`config.mk`:
```
export PLATFORM = sky130hd
export DESIGN_NAME = sipo_frame_rx
export DESIGN_NICKNAME = d
export VERILOG_FILES = /design/src/rtl/sipo_frame_rx.sv
export SDC_FILE = /design/constraint.sdc
export NUM_CORES = 1
export LEC_CHECK = 0
export ABC_AREA = 1
export CAP_MARGIN = 25
export CORE_AREA = 4 4 41 43
export DETAILED_ROUTE_END_ITERATION = 7
export DIE_AREA = 0 0 45 47
export PLACE_DENSITY_LB_ADDON = 0.3
export SLEW_MARGIN = 10
export SYNTH_ARGS = -nofsm -noshare
export SYNTH_HDL_FRONTEND = slang
export SYNTH_SLANG_ARGS = --single-unit
```
`constraint.sdc`:
```
create_clock -name clk -period 1.4 [get_ports clk]
set_input_delay 0.42 -clock clk [delete_from_list [all_inputs] [get_ports clk]]
set_output_delay 0.42 -clock clk [all_outputs]
set_load 0.01 [all_outputs]
```
`src/rtl/sipo_frame_rx.sv`:
```
// sipo_frame_rx: reassembles MSB-first serial frames into WIDTH-bit words
// behind a registered valid/ready output with a sticky overrun flag.
module sipo_frame_rx #(
    parameter int WIDTH = 4
) (
    input  logic             clk,
    input  logic             rst,
    input  logic             sin,
    input  logic             en,
    input  logic             start,
    input  logic             pready,
    output logic [WIDTH-1:0] pout,
    output logic             pvalid,
    output logic             busy,
    output logic             ovf
);
    localparam int CW = $clog2(WIDTH + 1);

    typedef enum logic {IDLE, SHIFT} state_t;

    state_t           state_q, state_d;
    logic [WIDTH-1:0] shift_q, shift_d;
    logic [CW-1:0]    cnt_q, cnt_d;
    logic [WIDTH-1:0] pout_q, pout_d;
    logic             pvalid_q, pvalid_d;
    logic             ovf_q, ovf_d;
    logic             done;
    logic [WIDTH-1:0] word;

    assign word = {shift_q[WIDTH-2:0], sin};

    always_comb begin
        state_d  = state_q;
        shift_d  = shift_q;
        cnt_d    = cnt_q;
        pout_d   = pout_q;
        pvalid_d = pvalid_q & ~pready;
        ovf_d    = ovf_q;
        done     = 1'b0;
        // start wins over completion, so a marker always begins a fresh frame
        if (en && start) begin
            shift_d = {{(WIDTH-1){1'b0}}, sin};
            cnt_d   = CW'(1);
            state_d = SHIFT;
        end else if (en && state_q == SHIFT) begin
            shift_d = word;
            done    = (cnt_q == CW'(WIDTH - 1));
            cnt_d   = done ? '0 : cnt_q + 1'b1;
            state_d = done ? IDLE : SHIFT;
        end
        if (done) begin
            if (!pvalid_q || pready) begin
                pout_d   = word;
                pvalid_d = 1'b1;
            end else begin
                ovf_d = 1'b1;
            end
        end
    end

    always_ff @(posedge clk or posedge rst) begin
        if (rst) begin
            state_q  <= IDLE;
            shift_q  <= '0;
            cnt_q    <= '0;
            pout_q   <= '0;
            pvalid_q <= 1'b0;
            ovf_q    <= 1'b0;
        end else begin
            state_q  <= state_d;
            shift_q  <= shift_d;
            cnt_q    <= cnt_d;
            pout_q   <= pout_d;
            pvalid_q <= pvalid_d;
            ovf_q    <= ovf_d;
        end
    end

    assign pout   = pout_q;
    assign pvalid = pvalid_q;
    assign busy   = (state_q == SHIFT);
    assign ovf    = ovf_q;
endmodule

```
-- After elaboration in Yosys (flattened, before gate mapping)
Index checks and enable logic that the tools add are counted.
- add/subtract/negate cells: 1
- $mul: 0
- eq/ne operators: 1
- divide/modulo/power cells: 0
- bitwise operators: 3
- reductions and logical operators: 7
- $lt $le $gt $ge: 0
- shifts and indexed selects: 0
- mux-type cells: 12
- operators by type and width (cell ; number):
    $mux 3 ; 5
    $mux 1 ; 7
    $reduce_and 2->1 ; 2
    $add 3x1->3 const B ; 1
    $eq 3x2->1 const B ; 1
    $logic_and 1x1->1 ; 2
    $not 1->1 ; 2
    $reduce_bool 2->1 ; 1
    $and 1x1->1 ; 1
    $logic_not 1->1 ; 1
    $logic_or 1x1->1 ; 1
- output and inout bits: 7
- RAM bits: 0
- bits in latches: 0
- flip-flop bits (word level): 13
- ROM bits: 0
- memories kept: 0
- bits of input ports: 6
- word-level logic and storage cells: 30

-- Depth between registers and ports, before layout
- depth in word-level cells: 4
- gate-level depth with buffers: 6
- depth with buffers taken out: 6

-- Least setup slack after synthesis
No wires, ideal clock.
- kind: reg2reg
- start: register cnt_q[0]
- end: register pvalid_q (netlist: pvalid)
- path buffers: 0
- required time: 1.273 ns
- period minus slack after synthesis: 1.149 ns
- slack: 0.251 ns
- setup time: 0.127 ns
- arrival: 1.022 ns
- stages on the path, launching flop included: 5
- path through: dfrtp_1 -> ha_1 -> nand2_2 -> nor3_1 -> or2_2
- cells in the longest elaborated chain, start to end: 4
- ends and longest elaborated chain (element ; RTL line ; source):
    start: declaration ; 23 ; logic [CW-1:0] cnt_q, cnt_d;
    start signal: assignment ; 72 ; cnt_q <= cnt_d;
    $eq 3x2->1 ; 47 ; done = (cnt_q == CW'(WIDTH - 1));
    $mux 1 ; 45 ; end else if (en && state_q == SHIFT) begin
    $mux 1 ; 41 ; if (en && start) begin
    $mux 1 ; 51 ; if (done) begin
    net pvalid_d ; 25 ; logic pvalid_q, pvalid_d;
    end signal: assignment ; 74 ; pvalid_q <= pvalid_d;
    end: declaration ; 25 ;
The timed path passes the listed nets, and every way through them passes these cells.
A chain may end at the register's enable or synchronous reset.

-- Worst setup path after layout
- start: register pout_q[0] (netlist: pout[0])
- end: output pout[0]
- RTL lines (element ; RTL line ; source):
    start: declaration ; 24 ; logic [WIDTH-1:0] pout_q, pout_d;
    start signal: assignment ; 73 ; pout_q <= pout_d;
    end: declaration ; 12 ; output logic [WIDTH-1:0] pout,
No word-level cell between the ends.

==> impl_results.md <==
- Status: complete, no violations
- Synth area leaders: dfrtp_1 (55%), nand2_1 (11%), inv_1 (4.4%)
- Period minus WS final: between 1000 and 1500 ps
- I/O pin cnt: 13
- Final setup violation count: 0
- Worst-Skew Late Latency: about 270 ps
- Avg Cell Area, Syn: between 9 and 10 sq um
- CP max stage cell: dfrtp_1
- Initial DRT Pass Iterations: 4
- Final ANT Viol Nets: 0
- Post-synth top area cell: dfrtp_1
- Final Core Density: about three fifths
- Maximum number of pins on one net before global-route repair: 14
- CTS tree: yes
- Met1 Usage GRT: between 15 and 20%
- CP Launch Type: register
- H-tree depth: 1
- FF-to-FF path depth: 4
- Worst-path fanout max: 2
- Post-Syn Area: between 500 and 600 sq um
- FF-to-FF setup slack: 110 ps
- Max-slew violations: 0
- DR iter-0 viols: 12
- Critical R2R Capture: pvalid
- Core Region: about 0.0013 sq mm
- First-pass GRT wire length: ~1.9 mm
- Normalized max-slew margin: approximately four fifths
- Met2 Use GR: about 20%
- CP Capture Type: output pin
- Vias per cell: 4.75
- Post-CTS Hold Fix Bufs: 0
- Vias: approximately 490
- Initial Utilization: roughly 45%
- # DRC: 0
- Design Area, Final: ~800 sq um
- Final hold vios: 0
- Synth cell types: 17
- Sequential cell area fraction in the yosys report: 55.1%
- Final period utilization: 97.5%
- Critical path's largest stage delay: 390 ps
- Share of the synthesized area in the top cell type: 55.1%
- Cell Count Post-Placement: a little under 100
- Num CTS Buffers: 3
- Root Driver: clkbuf_4
- Critical path's top delay family: flip-flops
- Final non-filler cell total: 102
- Vias in the first global route: 459
- Post-Place Cell Area: just under 800 sq um
- Cell Pwr Density: 1490 mW/mm^2
- Final clock skew: slightly above 4 ps
- Max-cap violations: 0
- Worst min path class: in -> async
- CP Data Required Time: ~980 ps
- Total Wirelength: around 1.2 mm
- RSZ-0062 raised after global routing: false
- Critical path type: reg -> out
- Grt met3 use: between 7 and 8%
- Die area: ~0.0021 sq mm
- GRT Total Usage: around an eighth
- Yosys reg bits: 13
- Clock transition at path regs: 70 ps
- Fillcell total: between 100 and 150
- Placer Congestion: 0.821
- Initial antenna violation count: 0
- Clock sinks: 13
- Area Overhead vs Synth: 35.2%
- I/O Buffers: 12
- Leakage: 0.000423 uW
- CP arrival: about 950 ps
- Layout cells sized above 1: 23.0%
- Busiest grt layer: met2
- Mapped Cells: between 60 and 70
- Fin nets: 95
- WP buf/inv: 1
- Antenna diodes: 0
- Max IR drop VDD: ~0.00097 V
- WL/cell: ~11 um
- Syn_nets: 71
- Worst-margin pin slew: 274 ps
- DP Wirelength: approximately 900 um
- Die Y: 47 um
- Chip Width: roughly 45 um
- Worst r2r src: cnt_q[0]
- Deepest clock path buffer count: 2
- CP Cell Sequence: dlygate4sd2_1
- Row count: 13
- TNS Setup: 0 ps
- Overflow after GRT: 0
- YS warnings: 0
- Peak Freq: about 0.73 GHz
Yosys cell counts:
master	n
nand2_2	3
o21ai_0	4
o211ai_1	1
inv_2	2
dfrtp_1	13
a211oi_2	1
inv_1	7
ha_1	1
nand3_2	1
nor3_1	1
nor2_1	1
buf_6	1
nor2_4	1
nand3_1	4
nand2_1	18
or2_2	1
nand4_1	4
flip-flops by register name (all words and copies together) (netlist names):
signal / cells
shift_q: 3
cnt_q: 3
ovf: 1
pvalid: 1
pout: 4
busy: 1
timing repair:
item / 4_1_cts / 5_1_grt
cloned: 0 / 0
endpoints found under the setup margin: 7 / 3
buffers inserted: 0 / 1
resized for setup: 7 / 1
pin swaps: 0 / 0
per-stage QoR:
step	hold slack [ps]	total power, uW	worst slack [ps]
after floorplan	297	791	251
after global placement	449	984	-141
after detailed placement	458	1000	-182
after CTS	439	1180	2.02
after global routing	437	1280	0.936
final	433	1190	34.9
placed cells by master, fill, tap and decap left out:
| master | count |
|---|---|
| nand4_1 | 4 |
| nor3_1 | 1 |
| inv_2 | 1 |
| clkbuf_1 | 1 |
| nand2_2 | 3 |
| ha_1 | 1 |
| inv_1 | 7 |
| clkdlybuf4s50_1 | 5 |
| o211ai_1 | 1 |
| nand3_2 | 1 |
| clkbuf_4 | 3 |
| nand3_1 | 4 |
| dlygate4sd2_1 | 7 |
| buf_4 | 8 |
| a211oi_2 | 1 |
| dfrtp_1 | 13 |
| o21ai_0 | 4 |
| nor2_4 | 1 |
| or2_2 | 1 |
| nand2_1 | 18 |
| inv_4 | 1 |
| nor2_1 | 1 |
final cells by class:
type | count | area, sq um | area share (%)
tap | 15 | 18.8 | 2.35
multi-input combinational | 41 | 220 | 27.6
inverter | 9 | 36.3 | 4.55
sequential | 13 | 325 | 40.8
timing repair buffer | 20 | 171 | 21.5
clock buffer | 4 | 26.3 | 3.29
report_power, final:
group / internal (uW) / switching [uW] / leakage, uW / total [uW]
registers: 478 / 58.6 / 0.000163 / 537
clock network: 110 / 107 / 0.0000150 / 217
logic: 198 / 236 / 0.000246 / 434
cell families (layout without fill, tap and decap cells):
group | Yosys count | count (layout) | synth area share (%)
fa+ha+maj | 1 | 1 | 2.12
buf+inv | 10 | 33 | 7.63
simple gates | 34 | 34 | 28.4
compound gates | 6 | 6 | 6.78
flops | 13 | 13 | 55.1
how the worst max path moves through the flow:
stage / startpoint / to / slack, ps / depth (start not counted)
floorplan: cnt_q[0] / pvalid / 250 / 4
global placement: en / shift_q[2] / -140 / 6
detailed placement: en / pout[0] / -180 / 6
CTS: busy / busy / 2 / 1
global route: ovf / ovf / 0.9 / 1
finish: pout[0] / pout[0] / 30 / 1
routing by layer:
layer | wire [um] | up-vias | share of wire, %
li1 | - | 253 | -
met1 | 523 | 218 | 45
met2 | 549 | 14 | 48
met3 | 82 | 0 | 7.1
met4 | 0 | 0 | 0
met5 | 0 | - | 0
Note: power is estimated with default switching activity, not from simulation.
